File: config.mk
export PLATFORM = sky130hd
export DESIGN_NAME = bitfield_extract_arbiter
export DESIGN_NICKNAME = d
export VERILOG_FILES = /design/src/rtl/bitfield_extract_arbiter.sv
export SDC_FILE = /design/constraint.sdc
export NUM_CORES = 1
export LEC_CHECK = 0
export ABC_AREA = 1
export CAP_MARGIN = 10
export CORE_MARGIN = 5
export CORE_UTILIZATION = 52
export DETAILED_ROUTE_END_ITERATION = 10
export PLACE_DENSITY = 0.94
export SLEW_MARGIN = 20
export SYNTH_ARGS = -nofsm -noshare
export SYNTH_HDL_FRONTEND = slang
export SYNTH_SLANG_ARGS = --single-unit
File: constraint.sdc
create_clock -name clk -period 5.1 [get_ports clk]
set_input_delay 1.53 -clock clk [delete_from_list [all_inputs] [get_ports clk]]
set_output_delay 1.53 -clock clk [all_outputs]
set_load 0.03 [all_outputs]
File: src/rtl/bitfield_extract_arbiter.sv
// Two-requester bit-field extractor: round-robin grant, one shared extract stage,
// and a tagged valid/ready response channel. Only one operation is in flight at a time.
module bitfield_extract_arbiter #(
  parameter int DATA_W  = 64,
  parameter int FIELD_W = 16,
  parameter int LSB_W   = 6
) (
  input  logic               clk,
  input  logic               reset,
  input  logic               req0_valid,
  output logic               req0_ready,
  input  logic [DATA_W-1:0]  req0_word,
  input  logic [LSB_W-1:0]   req0_lsb,
  input  logic [4:0]         req0_len,
  input  logic               req1_valid,
  output logic               req1_ready,
  input  logic [DATA_W-1:0]  req1_word,
  input  logic [LSB_W-1:0]   req1_lsb,
  input  logic [4:0]         req1_len,
  output logic               rsp_valid,
  input  logic               rsp_ready,
  output logic               rsp_id,
  output logic [FIELD_W-1:0] rsp_data,
  output logic               rsp_err
);

  localparam int SUM_W = LSB_W + 2;
  localparam logic [4:0]       FIELD_LEN = 5'(FIELD_W);
  localparam logic [SUM_W-1:0] DATA_LIM  = SUM_W'(DATA_W);
  localparam logic [FIELD_W:0] MASK_ONE  = (FIELD_W+1)'(1);

  typedef enum logic [1:0] {
    IDLE    = 2'd0,
    EXTRACT = 2'd1,
    RESPOND = 2'd2
  } state_t;

  state_t             state_r;
  state_t             state_s;
  logic               rr_ptr_r;
  logic [DATA_W-1:0]  word_r;
  logic [LSB_W-1:0]   lsb_r;
  logic [4:0]         len_r;
  logic               id_r;

  logic               grant_valid_s;
  logic               grant_id_s;
  logic [4:0]         eff_len_s;
  logic [DATA_W-1:0]  shifted_s;
  logic [FIELD_W:0]   mask_s;
  logic [FIELD_W-1:0] field_s;
  logic [SUM_W-1:0]   bound_s;
  logic               err_s;

  // Round-robin grant; readies are only offered in IDLE and never while reset is held.
  always_comb begin
    grant_valid_s = 1'b0;
    grant_id_s    = 1'b0;
    if ((state_r == IDLE) && !reset) begin
      if (rr_ptr_r ? req1_valid : req0_valid) begin
        grant_valid_s = 1'b1;
        grant_id_s    = rr_ptr_r;
      end else if (rr_ptr_r ? req0_valid : req1_valid) begin
        grant_valid_s = 1'b1;
        grant_id_s    = ~rr_ptr_r;
      end else begin
        grant_valid_s = 1'b0;
      end
    end else begin
      grant_valid_s = 1'b0;
    end
    req0_ready = grant_valid_s & ~grant_id_s;
    req1_ready = grant_valid_s &  grant_id_s;
  end

  // Next-state logic for the IDLE -> EXTRACT -> RESPOND sequence.
  always_comb begin
    state_s = state_r;
    case (state_r)
      IDLE:    state_s = grant_valid_s ? EXTRACT : IDLE;
      EXTRACT: state_s = RESPOND;
      RESPOND: state_s = (rsp_valid && rsp_ready) ? IDLE : RESPOND;
      default: state_s = IDLE;
    endcase
  end

  // Extraction datapath on the latched operands; the bound sum is wide enough never to wrap.
  always_comb begin
    if ((len_r == 5'd0) || (len_r > FIELD_LEN)) begin
      eff_len_s = FIELD_LEN;
    end else begin
      eff_len_s = len_r;
    end
    shifted_s = word_r >> lsb_r;
    mask_s    = (MASK_ONE << eff_len_s) - MASK_ONE;
    field_s   = shifted_s[FIELD_W-1:0] & mask_s[FIELD_W-1:0];
    bound_s   = SUM_W'(lsb_r) + SUM_W'(eff_len_s);
    err_s     = (bound_s > DATA_LIM);
  end

  // State register.
  always_ff @(posedge clk or posedge reset) begin
    if (reset) begin
      state_r <= IDLE;
    end else begin
      state_r <= state_s;
    end
  end

  // Operand capture: inputs are only looked at in the handshake cycle.
  always_ff @(posedge clk or posedge reset) begin
    if (reset) begin
      word_r <= '0;
      lsb_r  <= '0;
      len_r  <= 5'd0;
      id_r   <= 1'b0;
    end else if (grant_valid_s) begin
      word_r <= grant_id_s ? req1_word : req0_word;
      lsb_r  <= grant_id_s ? req1_lsb  : req0_lsb;
      len_r  <= grant_id_s ? req1_len  : req0_len;
      id_r   <= grant_id_s;
    end
  end

  // Response registers and round-robin pointer; data/err hold their last value in IDLE.
  always_ff @(posedge clk or posedge reset) begin
    if (reset) begin
      rsp_valid <= 1'b0;
      rsp_id    <= 1'b0;
      rsp_data  <= '0;
      rsp_err   <= 1'b0;
      rr_ptr_r  <= 1'b0;
    end else begin
      case (state_r)
        EXTRACT: begin
          rsp_valid <= 1'b1;
          rsp_id    <= id_r;
          rsp_data  <= field_s;
          rsp_err   <= err_s;
        end
        RESPOND: begin
          if (rsp_valid && rsp_ready) begin
            rsp_valid <= 1'b0;
            rr_ptr_r  <= ~rsp_id;
          end
        end
        default: begin
          rsp_valid <= rsp_valid;
        end
      endcase
    end
  end

endmodule

# Yosys cells after proc, flatten, opt, wreduce, memory -nomap -nowiden

Cells that the tools add are included.

Add/subtract/negate cells: 2
Order comparisons: 2
Bitwise operators: 6
Shift-type cells: 2
Div/mod/pow operators: 0
Multiply operators: 0
Multiplexer cells: 17
Equal/unequal tests: 3
Reductions and logical operators: 9

Operator list:

| kind                  | count |
|---|---|
| $mux 64               | 1 |
| $shr 64x6->16         | 1 |
| $and 16x16->16        | 1 |
| $shl 1x5->16 const A  | 1 |
| $sub 16x1->16 const B | 1 |
| $mux 1                | 10 |
| $mux 5                | 2 |
| $add 6x5->7           | 1 |
| $gt 7x7->1 const B    | 1 |
| $mux 6                | 1 |
| $pmux 2 s3            | 1 |
| $gt 5x5->1 const B    | 1 |
| $logic_not 5->1       | 1 |
| $reduce_and 2->1      | 2 |
| $not 1->1             | 3 |
| $and 1x1->1           | 2 |
| $eq 2x1->1 const B    | 1 |
| $eq 2x2->1 const B    | 1 |
| $logic_and 1x1->1     | 2 |
| $logic_not 2->1       | 1 |
| $mux 2                | 1 |
| $ne 2x2->1 const B    | 1 |
| $pmux 1 s2            | 1 |
| $reduce_bool 2->1     | 1 |
| 2 further kinds       | 2 |

Output and inout port bits: 21
Memories kept: 0
Bits in latches: 0
Logic and storage cells: 51
Flip-flop bits (word level): 98
Input port bits: 155
Bits in writable memories: 0
ROM bits: 0

# Depth between registers and ports, before layout

Gate-level depths: netlist (run 1).

Depth after elaboration: 6
Gate-level depth with buffers: 18
Depth with buffers taken out: 18

# Least setup slack after synthesis (run 1)

Ideal clock, no wire load.

Kind: input to output
Start: in reset
End: out req1_ready
Required time: 3.570 ns
Cell stages on the path: 4
Arrival: 2.374 ns
Path slack: 1.196 ns
Path buffers: 2
Cell sequence: nor3_2 -> and3_1 -> buf_4 -> clkbuf_1

Longest elaborated chain between the ends: 4
Elaborated cells on any way between the ends: 5
Classes of those cells: 2 x mux; 1 x bitwise; 2 x reduce/logical

RTL lines:

| element                       | line | source |
|---|---|---|
| start: declaration            | 9    | `input logic reset,` |
| $logic_not 1->1 (no line) (*) | --   |  |
| $logic_and 1x1->1 (*)         | 59   | `if ((state_r == IDLE) && !reset) begin` |
| $mux 1                        | 59   |  |
| $and 1x1->1 (*)               | 73   | `req1_ready = grant_valid_s & grant_id_s;` |
| end: declaration              | 16   | `output logic req1_ready,` |

Mark *: on every way between the ends. The rest lies on a longest branch, timed or not.

# Final worst setup path (run 1)

Same ends and word-level chain as after synthesis.

==> qor.yml, run 1 <==
die_x_um: 134.9
netlist_area_mm2: 0.008114
grt_pass1_wl_um: 46360
period_minus_slack_ps: 4422
comb_power_share_pct: 69.0
antenna_found_initial: 0
grt_usage_pct: 31.35
power_uw: 7324
ctsResizeCount: 0
die-area_mm2: 0.01820
synth_nets: 1494
yosysWarnings: 0
outcome: "finished, final reports clean"
vias: 9701
start_kind: "input pin"
power.switching_uw: 4091
power.share.sequential_pct: 20.8
fillerInstances: 1364
rsz0062_at_grt: "false"
synth_top_area_share_pct: 30.22
synth_area_leaders: "dfrtp_1 30%, nand2_1 25%, nand3_1 23%"
finClkSkew_ps: 10.04
synth_most_common_cell: "nand2_1"
fin_nets: 1607
finalHoldViolCount: 0
syn_inst: 1331
hold_buffers: 0
drc: 0
io_buffer_count: 175
synth_top_family_by_area: "simple AND/OR/NAND/NOR gates"
grt_max_degree: 77
synth_enable_flop_cells: 0
layout-drive-gt1-share_pct: 4.282
grt-ovfl-total: 0
cts_tree: "done"
intPower_uw: 3233
hold_class: "reg -> reg"
clkLatencyLatePin_ps: 360
muxShareOfSynthArea_pct: 0
cp-end-kind: "output port"
max-vdd-ir-drop_v: 0.0005269
tns_ps: 0
fp.dieH_um: 134.9
root_buffer: "clkbuf_16"
row_count: 45
async_reset_ff_share_pct: 100.0
finalWirelength_um: 28040
clock_path_buffers: 2
diodes: 0
slew_headroom_pct: 26.75
clk_pin_slew_worst_paths_ps: 60
leakagePower_uw: 0.004724
cts_buffers: 9
synth-xor-area-share_pct: 0.2159
drtIter0Drc: 1338
cp_data_required_time_ps: 3570
ctsHtreeMaxLevel: 3
core-area_mm2: 0.01526
grt_pass1_vias: 9086
cts_setup_buffers: 0
multiInputGateArea_mm2: 0.005055
synthAdderAreaFrac_pct: 1.326
synth.avg_cell_area_um2: 6.096
fmax_mhz: 226.2
synth-seq-area-share_pct: 30.22
powerDensity_mw_per_mm2: 724.9
maxCapViolations: 0
synth_compound_area_share_pct: 6.554
final_max_slew_viol_count: 0
hpwl_um: 20640
yosysUniqueCellTypes: 39
synthTopCellsByCount: "537 x nand2_1, 378 x nand3_1, 98 x dfrtp_1, 51 x nor2_1, 33 x inv_1"
seqCellArea_mm2: 0.002455
fin_crit_sh_pct: 86.70
syn2layout_area_growth_pct: 24.52
drt_pre_antenna_iters: 7
synth-simple-area-share_pct: 53.99
initial_utilization_pct: 53.18
cp_max_fo: 16
swShare_pct: 55.86
place_congestion: 0.9850
routedWlPerCell_um: 16.90
critPathKind: "in -> out"
synth.ff_latch_count: 98
viasPerCell: 5.847
synth-main-ff-cell: "dfrtp_1"
finalSetupViolCount: 0
clock_sinks: 98
drtAntennaViolNets: 0
tightest_slew_ps: 1099
synth_area_leader_cell: "dfrtp_1"
cp.arrival_ps: 2890
pwr-share-clk_pct: 10.2
ioPinCount: 176
-- registers in the layout (all words and copies together) (netlist names) --
| register | cells |
|---|---|
| rr_ptr_r | 1 |
| rsp_err | 1 |
| len_r | 5 |
| rsp_id | 1 |
| word_r | 64 |
| lsb_r | 6 |
| state_r | 2 |
| rsp_data | 16 |
| rsp_valid | 1 |
| id_r | 1 |
-- cell type report --
| type | count | area share, % |
|---|---|---|
| Sequential cell | 98 | 24.30 |
| Timing Repair Buffer | 189 | 18.33 |
| Inverter | 41 | 1.585 |
| Tap cell | 211 | 2.613 |
| Clock buffer | 10 | 2.266 |
| Multi-Input combinational cell | 1105 | 50.03 |
| Clock inverter | 5 | 0.8793 |
-- worst max-delay path, cell delays in order --
cell             delay (ps)
clkdlybuf4s50_1         460
nor3_2                  220
and3_2                  440
buf_4                   230
-- power groups by stage --
stage | Sequential, µW | Clock [µW] | Combinational (µW)
floorplan | 1490 | 0 | 3670
global placement | 1510 | 0 | 4830
detailed placement | 1520 | 0 | 4910
CTS | 1510 | 754 | 4950
global route | 1560 | 787 | 5640
finish | 1530 | 747 | 5050
-- metrics by stage --
stage	std cells	setup WS, ps	hold WS, ps	util [%]	instance area (µm²)
after floorplan	1331	1008	453.0	-	8114
after global placement	1644	713.0	463.2	64.13	9786
after detailed placement	1644	659.6	465.9	64.13	9786
after CTS	1659	676.2	482.8	66.22	10100
after global routing	1659	613.0	505.5	66.22	10100
final	1659	678.4	476.8	66.22	10100
-- routing by layer --
metal  track usage (%)  part of all wire [%]  vias to the layer above
li1                  -                     -                     4662
met1             42.05                    41                     4511
met2             51.28                    48                      448
met3             5.104                   7.5                       80
met4             11.31                   3.5                        0
met5                 0                     0                        -
-- logic make-up (layout without fill, tap and decap cells) --
group | Yosys count | after routing
AOI/OAI and AO/OA | 92 | 92
xor gates and xnor gates | 2 | 2
adders and majority gates | 8 | 8
buffers and inverters | 128 | 245
DFF | 98 | 98
and+or+nand+nor | 1003 | 1003
-- final timing paths --
check,start,to,slack [ps],depth (start not counted)
setup / recovery,reset,req1_ready,680,4
hold / removal,rsp_data[10],rsp_data[10],480,2
setup reg to reg,lsb_r[1],rsp_data[4],2130,9
hold reg to reg,rsp_data[10],rsp_data[10],480,2
max in group asynchronous,reset,rsp_data[4],2400,3
min in group asynchronous,reset,state_r[0],1700,2
-- layout by cell type (no fill, tap or decap), types with 2 or more instances in the layout --
master and count:
clkdlybuf4s50_1 173, a21oi_1 29, o21ai_0 24, dfrtp_1 96
clkbuf_16 9, nor2_1 51, o21ai_1 9, dfrtp_2 2
nor4_1 5, buf_4 16, o211ai_1 22, inv_4 2
bufinv_16 2, nor3_1 4, nand3_1 378, o21a_1 3
a31oi_1 2, inv_1 32, nor2_2 4, inv_2 5
or2_0 2, nand2_1 537, nor2_4 6, nand2_4 3
nand3_2 3, nand4_1 4, ha_1 7
Note: power is estimated with default switching activity, not from simulation.
==> run 2: changes to the inputs <==
- CTS_CLUSTER_SIZE: not set -> 28
- GPL_TIMING_DRIVEN: not set -> 0
==> run 2 against run 1 <==
Flip-flop and latch count stayed put; via count is 9.6% higher; core utilization is 2.5 points higher; sequential power hardly changed; highest routed layer unchanged.
==> qor.yml, run 2 (same netlist as run 1, synthesis figures left out) <==
outcome: "finished, final reports clean"
fin_crit_sh_pct: 95.25  # +8.6 points
core-area_mm2: 0.01526  # unchanged
final_max_slew_viol_count: 0  # unchanged
rsz0062_at_grt: "false"
syn2layout_area_growth_pct: 29.22
critPathKind: "in -> out"
clock_sinks: 98  # unchanged
finalSetupViolCount: 0  # unchanged
cp_max_fo: 10  # -6
hold-path-cell-count: 2  # unchanged
drtIter0Drc: 1917  # +43%
drc: 0  # unchanged
place_congestion: 1.108  # +12%
top_regs: "word_r: 64 flops, rsp_data: 16 flops, lsb_r: 6 flops"
start_kind: "input pin"
root_buffer: "clkbuf_16"
clk_pin_slew_worst_paths_ps: 60  # about the same
cts_buffers: 9  # unchanged
cp-end-kind: "output port"
finalWirelength_um: 36210  # +29%
row_count: 45  # unchanged
tns_ps: 0  # unchanged
grt_usage_pct: 39.73  # +8.4 points
drtAntennaViolNets: 0  # unchanged
finClkSkew_ps: 15.39  # +5.346 ps
powerDensity_mw_per_mm2: 770.4  # +6.3%
grt_max_degree: 69  # -10%
leakagePower_uw: 0.004962  # +5.1%
cts_setup_buffers: 0  # unchanged
layout-drive-gt1-share_pct: 6.435  # +2.2 points
grt-ovfl-total: 0  # unchanged
clock_path_buffers: 2  # unchanged
antenna_found_initial: 0  # unchanged
ioPinCount: 176  # unchanged
hpwl_um: 28540  # +38%
ctsHtreeMaxLevel: 3  # unchanged
max-vdd-ir-drop_v: 0.0003702  # -30%
vias: 10630  # +9.6%
largest_reg_flops: 64  # unchanged
rr_worst_depth: 17  # +8
die-area_mm2: 0.01820  # unchanged
initial_utilization_pct: 53.18  # unchanged
cts_tree: "done"
routedWlPerCell_um: 20.88  # +24%
min_to: "rsp_data[10]"
die_x_um: 134.9  # unchanged
reg2reg_from: "len_r[1]"
slew_headroom_pct: 48.66  # +22 points
final_util_pct: 68.72  # +2.5 points
whs_ps: 476.8  # -0.005000 ps
hold_start: "rsp_data[10]"
rr_endpoint: "rsp_data[14]"
hold_class: "reg -> reg"
diodes: 0  # unchanged
final_common_cell: "nand2_1"
top_register: "word_r"
viasPerCell: 6.132  # +4.9%
grt_pass1_wl_um: 55750  # +20%
tightest_slew_ps: 770.0  # -328.7 ps
drt_pre_antenna_iters: 9  # +2
maxCapViolations: 0  # unchanged
finalHoldViolCount: 0  # unchanged
cp_data_required_time_ps: 3570  # about the same
cp.arrival_ps: 3330  # +440 ps
period_minus_slack_ps: 4858  # +436.4 ps
fin_nets: 1681  # +4.6%
r2r_slack_ps: 2250  # +120 ps
final_cell_mix: "537 x nand2_1, 378 x nand3_1, 173 x clkdlybuf4s50_1, 98 x dfrtp_1, 51 x nor2_1"
fmax_mhz: 205.8  # -9.0%
grt_pass1_vias: 9973  # +9.8%
clkLatencyLatePin_ps: 370  # about the same
io_buffer_count: 175  # unchanged
fp.dieH_um: 134.9  # unchanged
run 2: cell types whose count changed in the layout (fill, tap and decap cells not counted), moves of 3 or more:
cell / before / now
clkbuf_1: 1 / 28
buf_2: 0 / 30
inv_6: 1 / 4
buf_1: 0 / 8
buf_4: 16 / 13
buf_6: 0 / 7
run 2: worst max path at each step:
stage | cells after the start | to | slack [ps] | from
2_1_floorplan | 1 | id_r | 1010 | reset
3_3_place_gp | 2 | word_r[33] | -390 | reset
3_5_place_dp | 6 | req0_ready | -370 | reset
4_1_cts | 6 | req1_ready | 9 | reset
5_1_grt | 6 | req0_ready | 150 | reset
6_report | 6 | req0_ready | 240 | reset
run 2: layout make-up:
cell class	count	area, µm²
Timing Repair Buffer	176	1777
Multi-Input combinational cell	1105	5041
Fill cell	1351	4773
Buffer	87	466.7
Sequential cell	98	2452
Clock inverter	6	81.33
Clock buffer	10	239.0
Inverter	41	163.9
Tap cell	211	264.0
run 2: per-layer routing:
metal | wire, µm | track usage (%)
met1 | 14030 | 53.13
met2 | 15600 | 60.73
met3 | 4507 | 10.21
met4 | 2074 | 17.65
met5 | 0 | 0
run 2: per-stage QoR:
stage	total power (µW)	instances	setup slack, ps	area (µm²)
global placement	6949	1717	-394.5	10130
finish	8078	1734	242.0	10490
detailed placement	7033	1718	-369.7	10160
CTS	7799	1734	9.240	10490
floorplan	5166	1331	1008	8114
global route	8579	1734	150.6	10490
run 2: power breakdown:
group          internal (µW)  switching, µW
clock network            405            340
registers               1150            383
logic                   1810           3980
total                   3370           4710
run 2: what timing repair did:
action / in CTS / in global routing
hold buffers: 0 / 0
endpoints found under the setup margin: 2 / 2
resized for setup: 3 / 3
run 2: worst max-delay path, cell delays in order:
cell and delay (ps):
clkdlybuf4s50_1 490, nor3_2 220, o21ai_2 250, nor2_2 310, buf_2 280, clkbuf_2 240
